===== config.mk =====
export PLATFORM = sky130hd
export DESIGN_NAME = bitcrush_restore
export DESIGN_NICKNAME = d
export VERILOG_FILES = /design/src/rtl/bitcrush_restore.sv
export SDC_FILE = /design/constraint.sdc
export NUM_CORES = 1
export LEC_CHECK = 0
export ABC_CLOCK_PERIOD_IN_PS = 10200
export CAP_MARGIN = 20
export CORE_ASPECT_RATIO = 1.2
export CORE_MARGIN = 1.5
export CORE_UTILIZATION = 55
export DETAILED_ROUTE_END_ITERATION = 8
export MAX_ROUTING_LAYER = met4
export PLACE_DENSITY = 0.81
export SLEW_MARGIN = 20
export SYNTH_ARGS = -nofsm -noshare
export SYNTH_HDL_FRONTEND = slang
export SYNTH_SLANG_ARGS = --single-unit

===== constraint.sdc =====
create_clock -name clk -period 10.2 [get_ports clk]
set_clock_uncertainty 0.2 [all_clocks]
set_input_delay 2.04 -clock clk [delete_from_list [all_inputs] [get_ports clk]]
set_output_delay 2.04 -clock clk [all_outputs]
set_load 0.02 [all_outputs]

===== src/rtl/bitcrush_restore.sv =====
// Restores bit-crushed audio on channels 1-3 with a one-pole smoother, y += (x - y) >>> k.
// Optional macro BITCRUSH_RESTORE_DITHER_EN adds LFSR dither before saturation.
module bitcrush_restore #(
  parameter int W    = 16,
  parameter int KMAX = 7
) (
  input  logic                clk,
  input  logic                rst_n,
  input  logic                sample_clk,
  input  logic signed [W-1:0] sample_in0,
  input  logic signed [W-1:0] sample_in1,
  input  logic signed [W-1:0] sample_in2,
  input  logic signed [W-1:0] sample_in3,
  output logic signed [W-1:0] sample_out0,
  output logic signed [W-1:0] sample_out1,
  output logic signed [W-1:0] sample_out2,
  output logic signed [W-1:0] sample_out3,
  input  logic [7:0]          jack
);

  localparam int KW = $clog2(KMAX + 1);

  typedef enum logic [1:0] {IDLE, CH1, CH2, CH3} state_t;

  state_t               state;
  logic                 s1, s2, s3;
  logic                 pulse;
  logic signed [W-1:0]  x1, x2, x3;
  logic signed [W-1:0]  y1, y2, y3;
  logic [KW-1:0]        k_r;
  logic [KW-1:0]        k_map;
  int                   cv;
  int                   k_raw;
  logic signed [W-1:0]  x_sel, y_sel;
  logic signed [W:0]    diff, step, sum;
  logic signed [W-1:0]  y_new;
  logic                 unused_jack;

  assign unused_jack = ^jack;
  assign sample_out0 = sample_in0;
  assign pulse       = s2 & ~s3;

  // 500 mV ladder on the CV, top threshold first.
  always_comb begin
    cv    = int'(sample_in0);
    k_raw = 0;
    if      (cv > 4 * 3500) k_raw = 7;
    else if (cv > 4 * 3000) k_raw = 6;
    else if (cv > 4 * 2500) k_raw = 5;
    else if (cv > 4 * 2000) k_raw = 4;
    else if (cv > 4 * 1500) k_raw = 3;
    else if (cv > 4 * 1000) k_raw = 2;
    else if (cv > 4 * 500)  k_raw = 1;
    k_map = (k_raw > KMAX) ? KW'(KMAX) : KW'(k_raw);
  end

`ifdef BITCRUSH_RESTORE_DITHER_EN
  logic [15:0]       lfsr;
  logic              lfsr_fb;
  logic signed [W:0] dither;
  assign lfsr_fb = lfsr[15] ^ lfsr[13] ^ lfsr[12] ^ lfsr[10];
  assign dither  = {{(W - 3){lfsr[3]}}, lfsr[3:0]};
`endif

  // Single shared update path; the FSM state picks which channel feeds it.
  always_comb begin
    case (state)
      CH1:     begin x_sel = x1; y_sel = y1; end
      CH2:     begin x_sel = x2; y_sel = y2; end
      default: begin x_sel = x3; y_sel = y3; end
    endcase
    diff = {x_sel[W-1], x_sel} - {y_sel[W-1], y_sel};
    step = diff >>> k_r;
`ifdef BITCRUSH_RESTORE_DITHER_EN
    sum  = {y_sel[W-1], y_sel} + step + dither;
`else
    sum  = {y_sel[W-1], y_sel} + step;
`endif
    if (sum[W] != sum[W-1])
      y_new = sum[W] ? {1'b1, {(W - 1){1'b0}}} : {1'b0, {(W - 1){1'b1}}};
    else
      y_new = sum[W-1:0];
  end

  // NOTE: reset is sampled synchronously and all state uses non-blocking
  // assignments so every register sees pre-edge values within the same clock.
  always_ff @(posedge clk) begin
    if (!rst_n) begin
      state       <= IDLE;
      s1          <= 1'b0;
      s2          <= 1'b0;
      s3          <= 1'b0;
      x1          <= '0;
      x2          <= '0;
      x3          <= '0;
      k_r         <= '0;
      y1          <= '0;
      y2          <= '0;
      y3          <= '0;
      sample_out1 <= '0;
      sample_out2 <= '0;
      sample_out3 <= '0;
`ifdef BITCRUSH_RESTORE_DITHER_EN
      lfsr        <= 16'hACE1;
`endif
    end else begin
      s1 <= sample_clk;
      s2 <= s1;
      s3 <= s2;
      case (state)
        IDLE: begin
          if (pulse) begin
            x1    <= sample_in1;
            x2    <= sample_in2;
            x3    <= sample_in3;
            k_r   <= k_map;
            state <= CH1;
          end
        end
        CH1: begin
          y1    <= y_new;
          state <= CH2;
        end
        CH2: begin
          y2    <= y_new;
          state <= CH3;
        end
        CH3: begin
          // Channel 3's result is still combinational here, so it commits directly.
          y3          <= y_new;
          sample_out1 <= y1;
          sample_out2 <= y2;
          sample_out3 <= y_new;
          state       <= IDLE;
`ifdef BITCRUSH_RESTORE_DITHER_EN
          lfsr        <= {lfsr[14:0], lfsr_fb};
`endif
        end
        default: state <= IDLE;
      endcase
    end
  end

endmodule


Word level (Yosys, flattened, before mapping)
Index checks and enable logic that the tools add are counted.

word-level totals
  register bits = 136
  output and inout bits = 64

operators by class
  $add $sub $neg = 2
  magnitude comparators = 8
  equality and inequality tests = 5
  shift-type cells = 1
  mux-type cells = 14
  bitwise gates (word level) = 2
  reduce and logical (&&, ||, !) cells = 2

operators by type and width
  cell                    count
  $pmux W16 S2            2
  $gt A16 B15 Y1 const B  3
  $gt A16 B14 Y1 const B  2
  $gt A32 B4 Y1 const B   1
  $mux W16                2
  $add A17 B17 Y17        1
  $sshr A17 B3 Y17        1
  $sub A16 B16 Y17        1
  $gt A16 B12 Y1 const B  1
  $gt A16 B13 Y1 const B  1
  $mux W3                 5
  $pmux W2 S4             1
  $mux W2                 3
  $eq A2 B2 Y1 const B    2
  $eq A2 B1 Y1 const B    1
  $logic_not A2 Y1        1
  $ne A2 B2 Y1 const B    1
  $reduce_and A2 Y1       1
  $and A1 B1 Y1           1
  $mux W1                 1
  $ne A1 B1 Y1            1
  $not A1 Y1              1

Logic depth before layout (Yosys ltp)
  word-level depth = 10
  mapped depth = 36
  gate-level depth less buffers = 31

Worst setup path before layout
Ideal clock, no wire load.

  path type = reg-to-reg
  start = register state[0]
  end = register y2[13]
  setup time = 0.117 ns
  data arrival time = 7.177 ns
  slack = 2.706 ns
  cell stages (with the launch flop) = 36
  path buffers = 6
  cell sequence = dfxtp_1 inv_1 ha_1 buf_2 buf_1 clkbuf_1 nor2_1 a21oi_1 ha_1 buf_2 a2111oi_4 a211oi_1 o31ai_1 nand2b_1 a21o_1 a21o_1 a31oi_1 xnor2_1 a21oi_1 mux4_2 inv_1 ha_1 clkbuf_1 nand4_1 nor2b_1 o31a_1 o21a_1 o21ai_0 nand2b_1 a21o_1 or2_2 o21ai_0 a311o_1 buf_6 o31ai_4 a32o_1

on the way
  word-level cells in the longest chain between the ends = 7
  elaborated cells on any way between the ends = 10

ends and longest elaborated chain
  element                                              RTL line  source
  from (decl)                                          25        state_t state;
  from (signal assigned)                               89        state <= IDLE;
  from (signal assigned)                               117       state <= CH1;
  from (signal assigned)                               122       state <= CH2;
  $eq A2 B2 Y1 / $eq A2 B1 Y1 (equally long branches)  67, 110
  $pmux W16 S2                                         67        case (state)
  $sub A16 B16 Y17                                     72        diff = {x_sel[W-1], x_sel} - {y_sel[W-1], y_sel};
  $sshr A17 B3 Y17                                     73        step = diff >>> k_r;
  $add A17 B17 Y17                                     77        sum = {y_sel[W-1], y_sel} + step;
  $mux W16 / $ne A1 B1 Y1 (equally long branches)      80, 79
  $mux W16                                             79        if (sum[W] != sum[W-1])
  to (signal assigned)                                 125       y2 <= y_new;
  to (decl)                                            29        logic signed [W-1:0] y1, y2, y3;

Parallel ways exist; a longest one is shown, timed or not.
A chain may end at the register's enable or synchronous reset.

Final worst setup path
  start = register state[0]
  end = register y2[10]

The elaborated chain is that of the path after synthesis.

==> reports/results.ini <==
[timing]
setup_violations=0
hold_ws_ns=0.250
relSlewSlack_pct=27.0
fin_crit_ns=9.02
maxSlewViolCount=0
rsz0062_at_grt=no
finalWorstSetupSlack_ns=1.18
hold_viol=0
finalSetupTns_ns=0
worstMarginPinSlew_ns=1.09
min_period_over_period_pct=88.4
max_clock_freq_mhz=111

[status]
status=finished clean

[clocking]
cts_resized=0
clk_pin_slew_ns=0.06
cts_buffers=17
post_cts_buffers=0
cts_hold_buffers=0
ctsHtreeMaxLevel=4
cts_root_buf=clkbuf_16
clockBufferDepth=2
cts_tree=done
numClockSinks=136
clk_latency_ns=0.43

[logic_synthesis]
synth_cells=1110
yosysUniqueCellTypes=84
synth_top_area_cell=dfxtp_1
netlist.area_leader.share_pct=31.3
yosys_most_used_dff=dfxtp_1
synth_top_family_by_area=compound AO/OA/AOI/OAI gates
synth_edf_count=0
ys_ff_latch=136
synthXorXnorAreaFrac_pct=2.80
syn_area_um2=8700
synth_compound_area_share_pct=29.0
synthArstFlopShare_pct=0
syn_area_per_cell_um2=7.84
synthAdderAreaFrac_pct=5.61
netlist_top_cells_area=dfxtp_1, a21oi_1, nand2_1
synth-seq-area-share_pct=31.3
synthMuxAreaShare_pct=6.49
synthSimpleGateAreaFrac_pct=18.8
synth.net_count=1222
synth_warnings=0

[grt]
grt_pass1_vias=8325
grt_max_degree=89
antenna_found_initial=0
grt_first_pass_wirelength_mm=41.9
overflow=0
grt_usage_pct=32.4

[worst_setup_path]
critical_path_class=flop to flop
crit_required_ns=10.29
rrSetupSlack_ns=1.18
worst-path-max-fanout=35
worstSetupEndpointType=flop
critical_path.max_stage_delay_ns=0.75
crit_arrival_ns=9.10
crit_slowest_cell=ha_2
crit_path_start_kind=flop

[die]
core_area_um2=15500
initial_core_util_pct=56.1
die-area_um2=16600
die_w_um=118
io_pins=139
die_y_um=141
rows=50

[cells_and_area]
mostFrequentLayoutCell=nand2_1
nNetsFinal=1296
drive_gt1_share_pct=6.77
num_antenna_cells=0
syn_to_final_growth_pct=21.5
final_cell_mix=nand2_1, dfxtp_1, clkdlybuf4s50_1

[worst_hold_path]
hold_class=flop to flop

[drt]
routed-via-count=8632
drc=0
drtIter0Drc=810
drt-wirelength-per-cell_um=18.7
wl_mm=26.2
via_per_inst=6.14
ant_nets=0
firstDrtPassIters=6

[placed_design]
dp_hpwl_mm=19.1
gp_congestion=0.976
post-place-ws_ns=1.54
portBuffers=130

[flow_run]
drv_cap=0

registers in the layout (all words and copies together) (netlist names):
register,cells
s2,1
sample_out1,16
x2,16
k_r,3
sample_out2,16
s3,1
y3,16
x1,16
state,2
x3,16
y2,16
y1,16
s1,1
stage by stage:
step,instances,util [%],instance area [µm²]
finish,1405,68.1,10600
global route,1405,68.1,10600
CTS,1405,68.0,10600
detailed placement,1373,64.1,9940
global placement,1373,64.1,9940
floorplan,1110,-,8700
worst max-delay path: cells and delay by family (launching register included):
| kind | cells | cell delay (ns) |
|---|---|---|
| buffers and inverters | 4 | 0.90 |
| flip-flops | 1 | 0.43 |
| AND/OR/NAND/NOR | 7 | 1.30 |
| XOR/XNOR | 1 | 0.24 |
| multiplexers | 1 | 0.48 |
| adder cells (fa/ha/maj) | 3 | 1.50 |
| AO/OA/AOI/OAI | 16 | 3.79 |
layout make-up:
type	instances	area, µm²
Clock inverter	14	186
Sequential cell	136	2720
Fill cell	1329	4950
Clock buffer	18	429
Inverter	32	120
Timing Repair Buffer	140	1380
Multi-Input combinational cell	857	5470
Tap cell	208	260
cells by family (layout without fill, tap and decap cells):
| logic type | count (synthesis) | in the layout |
|---|---|---|
| AO/OA/AOI/OAI | 368 | 368 |
| XOR/XNOR | 27 | 27 |
| multiplexers | 51 | 51 |
| AND/OR/NAND/NOR | 373 | 373 |
| buffers and inverters | 117 | 204 |
| adder cells (fa/ha/maj) | 38 | 38 |
| flip-flops | 136 | 136 |
cell usage after synthesis (all sizes together), types with 5 or more instances:
cell / number
clkbuf: 54
a21o: 21
or3: 7
dfxtp: 136
mux2i: 45
nand4: 7
nor3: 19
nand2b: 11
nor2: 120
a21boi: 6
a21oi: 126
xor2: 6
a31oi: 14
a211oi: 14
nand3: 16
a22o: 20
o31ai: 8
ha: 35
nor2b: 7
a22oi: 32
o21ai: 65
o21a: 9
buf: 31
o22ai: 5
and2: 10
inv: 31
xnor2: 21
nand2: 156
layer usage:
| metal | up-vias | global-route usage [%] | wire, µm |
|---|---|---|---|
| met5 | - | - | 0 |
| met3 | 86 | 5.87 | 1480 |
| met4 | 0 | 15.1 | 1230 |
| met1 | 4049 | 35.1 | 10200 |
| met2 | 364 | 57.6 | 13300 |
| li1 | 4133 | - | - |
worst paths after layout:
path | end | depth (start not counted) | startpoint
hold / removal | s2 | 1 | s1
setup / recovery | y2[10] | 32 | state[0]
hold reg to reg | s2 | 1 | s1
setup reg to reg | y2[10] | 32 | state[0]
Power is not shown: default switching activity piles up to over one toggle a cycle in this logic, so the estimate is an artifact.
